## config.mk

```make
export PLATFORM = sky130hd
export DESIGN_NAME = robot_life_ctrl_flat
export DESIGN_NICKNAME = d
export VERILOG_FILES = /design/src/rtl/robot_life_if.sv /design/src/rtl/robot_life_ctrl.sv /design/src/flat_wrapper.sv
export SDC_FILE = /design/constraint.sdc
export NUM_CORES = 1
export LEC_CHECK = 0
export CORE_MARGIN = 2
export CORE_UTILIZATION = 40
export CTS_CLUSTER_DIAMETER = 30
export DETAILED_ROUTE_END_ITERATION = 6
export SYNTH_ARGS = -nofsm -noshare
export SYNTH_HDL_FRONTEND = slang
export SYNTH_SLANG_ARGS = --single-unit
```

## constraint.sdc

```tcl
create_clock -name clk_22 -period 2.26 [get_ports clk_22]
set_input_delay 0.452 -clock clk_22 [delete_from_list [all_inputs] [get_ports clk_22]]
set_output_delay 0.452 -clock clk_22 [all_outputs]
set_load 0.03 [all_outputs]
```

## src/rtl/robot_life_if.sv

```systemverilog
// robot_life_if: signal bundle between the game-flow controller and the
// rest of the robot datapath (keyboard, collision, movement block, HUD).
//
//   start      controller in : start button level, debounced/synchronised
//   key_opr    controller in : raw keyboard opcode {up, down, left, right}
//   hit        controller in : collision level, sampled every cycle
//   move_opr   controller out: sanitised, registered opcode to movement block
//   alive      controller out: robot visible and movable
//   invuln     controller out: grace window active, hits ignored
//   respawn    controller out: one-cycle pulse, reload start position
//   lives      controller out: remaining lives
//   game_over  controller out: game over screen
//   state      controller out: IDLE=0 PLAY=1 DEAD=2 GRACE=3 OVER=4
//
// master: the side that drives the controls and observes the outputs.
// slave : the controller itself.
interface robot_life_if;
    logic       start;
    logic [3:0] key_opr;
    logic       hit;
    logic [3:0] move_opr;
    logic       alive;
    logic       invuln;
    logic       respawn;
    logic [2:0] lives;
    logic       game_over;
    logic [2:0] state;

    modport master (
        output start, key_opr, hit,
        input  move_opr, alive, invuln, respawn, lives, game_over, state
    );

    modport slave (
        input  start, key_opr, hit,
        output move_opr, alive, invuln, respawn, lives, game_over, state
    );
endinterface

```

## src/rtl/robot_life_ctrl.sv

```systemverilog
// robot_life_ctrl: game-flow controller for the player robot.
// Sequences IDLE -> PLAY -> DEAD -> (GRACE) -> PLAY ... -> OVER, owns the
// life counter, gates/sanitises the keyboard opcode and issues the
// one-cycle respawn pulse that reloads the robot start position.
//
// Ports:
//   clk_22  sole clock, all state on rising edge
//   rst     asynchronous active-low reset
//   bus     robot_life_if.slave (start/key_opr/hit in; move_opr, alive,
//           invuln, respawn, lives, game_over, state out)
//
// Parameters:
//   LIVES          lives granted at game start (1..7)
//   RESPAWN_TICKS  cycles spent in DEAD (2..255)
//   GRACE_TICKS    cycles spent in GRACE (2..255)
//
// Build option: define ROBOT_GRACE_EN to include the post-respawn GRACE
// state. Without it DEAD returns straight to PLAY, invuln is tied low and
// encoding 3 is handled like any other illegal encoding.
module robot_life_ctrl #(
    parameter int LIVES         = 3,
    parameter int RESPAWN_TICKS = 100,
    parameter int GRACE_TICKS   = 64
) (
    input  logic        clk_22,
    input  logic        rst,
    robot_life_if.slave bus
);

    typedef enum logic [2:0] {
        IDLE  = 3'd0,
        PLAY  = 3'd1,
        DEAD  = 3'd2,
        GRACE = 3'd3,
        OVER  = 3'd4
    } state_t;

    // Parameter range checks at elaboration time.
    if (LIVES < 1 || LIVES > 7) begin : g_bad_lives
        $error("robot_life_ctrl: LIVES out of range 1..7");
    end
    if (RESPAWN_TICKS < 2 || RESPAWN_TICKS > 255) begin : g_bad_respawn
        $error("robot_life_ctrl: RESPAWN_TICKS out of range 2..255");
    end
    if (GRACE_TICKS < 2 || GRACE_TICKS > 255) begin : g_bad_grace
        $error("robot_life_ctrl: GRACE_TICKS out of range 2..255");
    end

    localparam logic [2:0] LIVES_INIT = 3'(LIVES);
    localparam logic [7:0] DEAD_LAST  = 8'(RESPAWN_TICKS - 1);
`ifdef ROBOT_GRACE_EN
    localparam logic [7:0] GRACE_LAST = 8'(GRACE_TICKS - 1);
`endif

    state_t     state_r, state_nx;
    logic [7:0] cnt_r, cnt_nx;
    logic [2:0] lives_r, lives_nx;
    logic [3:0] move_r, move_nx;
    logic       respawn_r, respawn_nx;
    logic       start_q;

    logic       start_rise;
    logic [3:0] key_clean;
    logic       move_en;

    // Only the rising edge of start counts, so a held button never
    // restarts a game that has just ended.
    assign start_rise = bus.start & ~start_q;

    // Opposing directions cancel each other; the rest pass through.
    always_comb begin
        key_clean = bus.key_opr;
        if (bus.key_opr[3] & bus.key_opr[2]) key_clean[3:2] = 2'b00;
        if (bus.key_opr[1] & bus.key_opr[0]) key_clean[1:0] = 2'b00;
    end

    always_ff @(posedge clk_22 or negedge rst) begin
        if (!rst) begin
            state_r   <= IDLE;
            cnt_r     <= 8'd0;
            lives_r   <= 3'd0;
            move_r    <= 4'd0;
            respawn_r <= 1'b0;
            start_q   <= 1'b0;
        end else begin
            state_r   <= state_nx;
            cnt_r     <= cnt_nx;
            lives_r   <= lives_nx;
            move_r    <= move_nx;
            respawn_r <= respawn_nx;
            start_q   <= bus.start;
        end
    end

    always_comb begin
        state_nx   = state_r;
        cnt_nx     = cnt_r;
        lives_nx   = lives_r;
        respawn_nx = 1'b0;

        case (state_r)
            IDLE, OVER: begin
                if (start_rise) begin
                    state_nx   = PLAY;
                    lives_nx   = LIVES_INIT;
                    cnt_nx     = 8'd0;
                    respawn_nx = 1'b1;
                end
            end

            PLAY: begin
                // hit has priority; start_rise is never looked at here.
                if (bus.hit) begin
                    if (lives_r <= 3'd1) begin
                        state_nx = OVER;
                        lives_nx = 3'd0;
                    end else begin
                        state_nx = DEAD;
                        lives_nx = lives_r - 3'd1;
                        cnt_nx   = 8'd0;
                    end
                end
            end

            DEAD: begin
                cnt_nx = cnt_r + 8'd1;
                if (cnt_r == DEAD_LAST) begin
`ifdef ROBOT_GRACE_EN
                    state_nx = GRACE;
`else
                    state_nx = PLAY;
`endif
                    cnt_nx     = 8'd0;
                    respawn_nx = 1'b1;
                end
            end

`ifdef ROBOT_GRACE_EN
            GRACE: begin
                cnt_nx = cnt_r + 8'd1;
                if (cnt_r == GRACE_LAST) begin
                    state_nx = PLAY;
                    cnt_nx   = 8'd0;
                end
            end
`endif

            default: begin
                // Unreachable encodings: recover to a clean IDLE.
                state_nx = IDLE;
                cnt_nx   = 8'd0;
                lives_nx = 3'd0;
            end
        endcase
    end

    // The opcode is gated by where the FSM is going, so it is zero in the
    // very first DEAD cycle and live in the first PLAY/GRACE cycle.
`ifdef ROBOT_GRACE_EN
    assign move_en = (state_nx == PLAY) || (state_nx == GRACE);
`else
    assign move_en = (state_nx == PLAY);
`endif
    assign move_nx = move_en ? key_clean : 4'b0000;

    assign bus.move_opr  = move_r;
    assign bus.respawn   = respawn_r;
    assign bus.lives     = lives_r;
    assign bus.state     = state_r;
    assign bus.game_over = (state_r == OVER);
`ifdef ROBOT_GRACE_EN
    assign bus.alive     = (state_r == PLAY) || (state_r == GRACE);
    assign bus.invuln    = (state_r == GRACE);
`else
    assign bus.alive     = (state_r == PLAY);
    assign bus.invuln    = 1'b0;
`endif

endmodule
```

## src/flat_wrapper.sv

```systemverilog
// flat-port wrapper written by rule: the top's interface ports become plain ports
module robot_life_ctrl_flat 
#(
    parameter int LIVES         = 3,
    parameter int RESPAWN_TICKS = 100,
    parameter int GRACE_TICKS   = 64
)
  (clk_22, rst, bus_start, bus_key_opr, bus_hit, bus_move_opr, bus_alive, bus_invuln, bus_respawn, bus_lives, bus_game_over, bus_state);
  robot_life_if bus_i ();
  input  logic clk_22;
  input  logic rst;
  input wire logic [$bits(bus_i.start)-1:0] bus_start;
  input wire logic [$bits(bus_i.key_opr)-1:0] bus_key_opr;
  input wire logic [$bits(bus_i.hit)-1:0] bus_hit;
  output wire logic [$bits(bus_i.move_opr)-1:0] bus_move_opr;
  output wire logic [$bits(bus_i.alive)-1:0] bus_alive;
  output wire logic [$bits(bus_i.invuln)-1:0] bus_invuln;
  output wire logic [$bits(bus_i.respawn)-1:0] bus_respawn;
  output wire logic [$bits(bus_i.lives)-1:0] bus_lives;
  output wire logic [$bits(bus_i.game_over)-1:0] bus_game_over;
  output wire logic [$bits(bus_i.state)-1:0] bus_state;
  assign bus_i.start = bus_start;
  assign bus_i.key_opr = bus_key_opr;
  assign bus_i.hit = bus_hit;
  assign bus_move_opr = bus_i.move_opr;
  assign bus_alive = bus_i.alive;
  assign bus_invuln = bus_i.invuln;
  assign bus_respawn = bus_i.respawn;
  assign bus_lives = bus_i.lives;
  assign bus_game_over = bus_i.game_over;
  assign bus_state = bus_i.state;
  robot_life_ctrl #(.LIVES(LIVES), .RESPAWN_TICKS(RESPAWN_TICKS), .GRACE_TICKS(GRACE_TICKS)) u_core (.clk_22(clk_22), .rst(rst), .bus(bus_i));
endmodule
```

# Word-level counts from Yosys, hierarchy flattened
# Cells that the tools add are included.
# W data, S select, Z words.
# word_totals
ff_bits	20
# classes
add_sub_neg	2
n_lt_le_gt_ge	1
n_eq_ne	8
n_mux	20
bitwise_logic	5
n_reduce_logical	4
# ops
operator	count
$mux W8	4
$pmux W8 S3	1
$mux W3	7
$pmux W3 S3	2
$add A8 B1 Y8 const B	1
$eq A8 B7 Y1 const B	1
$eq A3 B1 Y1 const B	2
$reduce_and A3 Y1	2
$mux W2	2
$mux W4	1
$ne A2 B2 Y1 const B	2
$and A1 B1 Y1	3
$eq A3 B2 Y1 const B	1
$eq A3 B3 Y1 const B	1
$le A3 B1 Y1 const B	1
$logic_not A3 Y1	1
$sub A3 B1 Y3 const B	1
$mux W1	2
$ne A2 B1 Y1 const B	1
$not A1 Y1	2
$pmux W1 S2	1
$reduce_or A2 Y1	1

# Logic depth before layout (Yosys ltp)
# depth
ltp_word	6
depth_mapped	7

# Worst setup path after synthesis
# Ideal clock, no wire load.
# synth_path
path_kind	flip-flop to flip-flop
from	reg u_core.state_r[0], in the netlist u_core.bus.state[0]
to	reg u_core.lives_r[2], in the netlist u_core.bus.lives[2]
setup_time_ns	0.078
arrival_time_ns	2.259
required_time_ns	2.182
path_slack_ns	-0.076
path_stages_with_launch	6
path_buffers	1
synth_period_minus_slack_ns	2.336
path_cell_list	dfrtp_1 buf_4 nor3b_1 o21ai_0 nor3b_1 o2bb2ai_1
# synth_lines
element	line_no	text
start, declared	robot_life_ctrl.sv:55	state_t state_r, state_nx;
start signal, assigned	robot_life_ctrl.sv:86	state_r <= state_nx;
$eq A3 B1 Y1 *	n/a	
named net bus_alive	flat_wrapper.sv:16	output wire logic [$bits(bus_i.alive)-1:0] bus_alive;
$ne A2 B2 Y1 (no line)	n/a	
$reduce_and A3 Y1 (no line)	n/a	
end signal, assigned	robot_life_ctrl.sv:88	lives_r <= lives_nx;
end, declared	robot_life_ctrl.sv:57	logic [2:0] lives_r, lives_nx;
# Mark *: on every way through the listed nets, which the timed path passes. The rest lies on a longest branch.
# A chain may end at the register's enable or synchronous reset.

# Worst setup path after layout
# layout_path
from	reg u_core.state_r[1], in the netlist u_core.bus.state[1]
to	out bus_state[1]
# layout_lines
element	line_no	text
end, declared	flat_wrapper.sv:21	output wire logic [$bits(bus_i.state)-1:0] bus_state;
# No word-level cell between the ends.

==> reports/results.tsv <==
stage	metric	value	unit
setup_path	cp_slowest_cell	clkdlybuf4s50_1	
setup_path	cp.required	1.81	ns
synth	synth_ff_type	dfrtp_1	
drt	vias	837	
drt	drt-total-wl	2100	microns
final_layout	post-route-util	54.3	%
drt	viasPerCell	5.33	
setup_path	path_buf_inv	1	
synth	ys_seq_elements	20	
sta	setup_slack	0.171	ns
sta	setup-tns-final	0	ns
synth	async_flop_share	100	%
drt	ant_nets	0	
cts	htree_levels	1	
die	core_area	2520	sq um
die	ios	22	
synth	synthTopCellsByArea	dfrtp_1, nor3b_1, ha_1, nor3_1, nor2_1	
final_layout	areaGrowthSynthToFinish	26.8	%
setup_path	critPathArrivalTime	1.64	ns
power_and_ir_drop	powerDensity	960	nW/um^2
drt	wl_per_cell	13.4	microns
power_and_ir_drop	pwr-share-clk	22.2	%
placement	gp_congestion	0.724	
outcome	status	completed	
synth	syn_nets	116	
final_layout	multiInputGateArea	539	sq um
sta	finalCriticalPeriod	2.09	ns
cts	holdBufCountCts	0	
setup_path	cpPeakStageDelay	0.75	ns
die	die_area	3130	sq um
sta	fmax	479	MHz
power_and_ir_drop	comb_power_share	40.7	%
cts	cts_num_sinks	20	
final_layout	nets	139	
die	die_w	56.0	microns
synth	synth_edf_count	0	
power_and_ir_drop	leakage	0.616	nW
synth	avgSynthCellArea	10.3	sq um
die	die_y	56.0	microns
sta	setup_viol	0	
placement	dpl.hpwl	1510	microns
cts	cts_buffers	3	
power_and_ir_drop	power.switching	0.000485	W
sta	rsz0062_at_grt	false	
drt	firstDrtPassIters	4	
final_layout	diodes	0	
global_routing	grt_max_degree	21	
final_layout	regArea	500	sq um
placement	dp_cells	153	
cts	clock_latency	0.30	ns
placement	io_buffers	20	
power_and_ir_drop	internal_power	0.000830	W
sta	min_period_over_period	92.5	%
setup_path	cp-start-kind	register	
synth	synth-seq-area-share	46.3	%
placement	place_ws	0.204	ns
power_and_ir_drop	seq_power_share	37.1	%
setup_path	cp-end-kind	output port	
final_layout	fillers	224	
flow_run	drv_cap	0	
global_routing	grt_usage	14.2	%
global_routing	grt_pass1_wl	3560	microns
sta	worstMarginPinSlew	0.490	ns
global_routing	antenna_found_initial	0	
final_layout	drive_above_1_share	16.5	%
sta	fin_hold_ws	0.477	ns
final_layout	stdcell_count	157	
cts	cts_root_buf	clkbuf_4	
setup_path	worst-setup-path-type	register to output port	
die	rows	18	
synth	synth_cell_types	38	
sta	final-hold-violation-count	0	
cts	cts_tree	yes	
global_routing	grt_pass1_vias	783	
synth	synth_cells	105	
synth	netlist_area	1080	sq um
power_and_ir_drop	vdd_drop_max	0.000574	V
sta	finClkSkew	0.00316	ns
global_routing	overflow	0	
setup_path	critPathMaxFanout	13	
synth	yosysTopAreaCellShare	46.3	%
cts	clkTransAtPathRegs	0.12	ns
cts	cts_buffer_depth	2	
sta	slew_violations	0	
drt	drc	0	
sta	slew_headroom	67.0	%
setup_path	path_cells	clkdlybuf4s50_1	
synth	ys_warn_count	0	
synth	yosys.area.top_type	dfrtp_1	
setup_path	cp_top_family	buffers and inverters	
hold_path	hp-class	input port to async pin	
drt	drtIter0Drc	24	
power_and_ir_drop	swShare	36.9	%
die	start_util	42.8	%
per-stage QoR:
| step | total power [W] | cell area, sq um |
|---|---|---|
| detailed placement | 0.00103 | 1320 |
| floorplan | 0.000863 | 1080 |
| global placement | 0.00103 | 1320 |
| CTS | 0.00133 | 1370 |
| finish | 0.00131 | 1370 |
| global route | 0.00139 | 1370 |
Yosys cell counts (all sizes together) (3+ instances only):
cell type  instances
nor3b              8
buf                3
dfrtp             20
a21o               4
a21oi              5
nand2              4
inv                6
nor2               7
o21ai              5
nor3               7
ha                 3
sequential cells by signal (all words and copies together) (netlist names):
register             count
u_core.start_q           1
u_core.cnt_r             8
u_core.bus.move_opr      4
u_core.bus.lives         3
u_core.bus.respawn       1
u_core.bus.state         3
layout by cell type (no fill, tap or decap), types with 2 or more instances in the layout:
master and instances:
a21o_1 3, ha_1 3, nor2_1 7, nor3_1 7
or3_1 2, nor3b_1 7, dfrtp_1 20, clkdlybuf4s50_1 18
o22ai_1 2, clkbuf_4 3, inv_1 5, or3b_2 2
or2_2 2, nand3_1 2, nand2_1 4, o21ba_2 2
o22a_1 2, buf_4 2, o21ai_0 5, nor2b_1 2
nand2b_1 2, a21oi_1 5
layer usage:
layer,part of all wire [%],wire [microns],vias up,global-route usage (%)
met4,1.0,22,0,6.12
met3,4.2,89,4,2.79
met5,0,0,-,0
li1,-,-,423,-
met1,49,1020,394,18.6
met2,46,967,16,22.8
worst reg2reg max path: cells and delay by family (launching register included):
kind / cells / cell delay (ns)
adder cells (fa/ha/maj): 1 / 0.22
flip-flops: 1 / 0.40
AO/OA/AOI/OAI: 2 / 0.54
buffers and inverters: 1 / 0.08
AND/OR/NAND/NOR: 1 / 0.52
power by group through the flow:
stage	logic [W]	clock network (W)	registers (W)
detailed placement	0.000541	0	0.000493
global route	0.000584	0.000311	0.000499
CTS	0.000542	0.000301	0.000486
finish	0.000535	0.000292	0.000487
global placement	0.000537	0	0.000490
floorplan	0.000320	0	0.000543
layout make-up:
| type | count | share of cell area, % |
|---|---|---|
| multi-input cells | 75 | 39.4 |
| flip-flops and latches | 20 | 36.6 |
| repair buffers | 22 | 15.8 |
| well taps | 30 | 2.74 |
| clock inverters | 1 | 2.19 |
| clock buffers | 3 | 1.65 |
| inverters | 6 | 1.65 |
worst paths after layout:
kind                                      from                   to  slack (ns)  cells after the start
min                                        rst  u_core.bus.state[2]        0.48                      2
max                        u_core.bus.state[1]         bus_state[1]        0.17                      1
max reg2reg                    u_core.cnt_r[0]      u_core.cnt_r[6]        0.40                      5
max in group asynchronous                  rst      u_core.cnt_r[2]        1.57                      2
min in group clk_22            u_core.cnt_r[7]      u_core.cnt_r[7]        0.51                      1
min reg2reg                    u_core.cnt_r[7]      u_core.cnt_r[7]        0.51                      1
cells by family after synthesis:
logic type,count (synthesis),synth area share [%]
buffers and inverters,10,4.17
adders and majority gates,3,3.48
AOI/OAI and AO/OA,28,21.3
muxes,1,1.04
and+or+nand+nor,42,23.3
DFF,20,46.3
other,1,0.347
what timing repair did:
item | 4_1_cts | 5_1_grt
endpoints found under the setup margin | 1 | 1
hold endpoints to repair | 0 | 0
gates resized for setup | 1 | 1
buffers inserted | 0 | 0
Power figures use the tool's default switching activity.
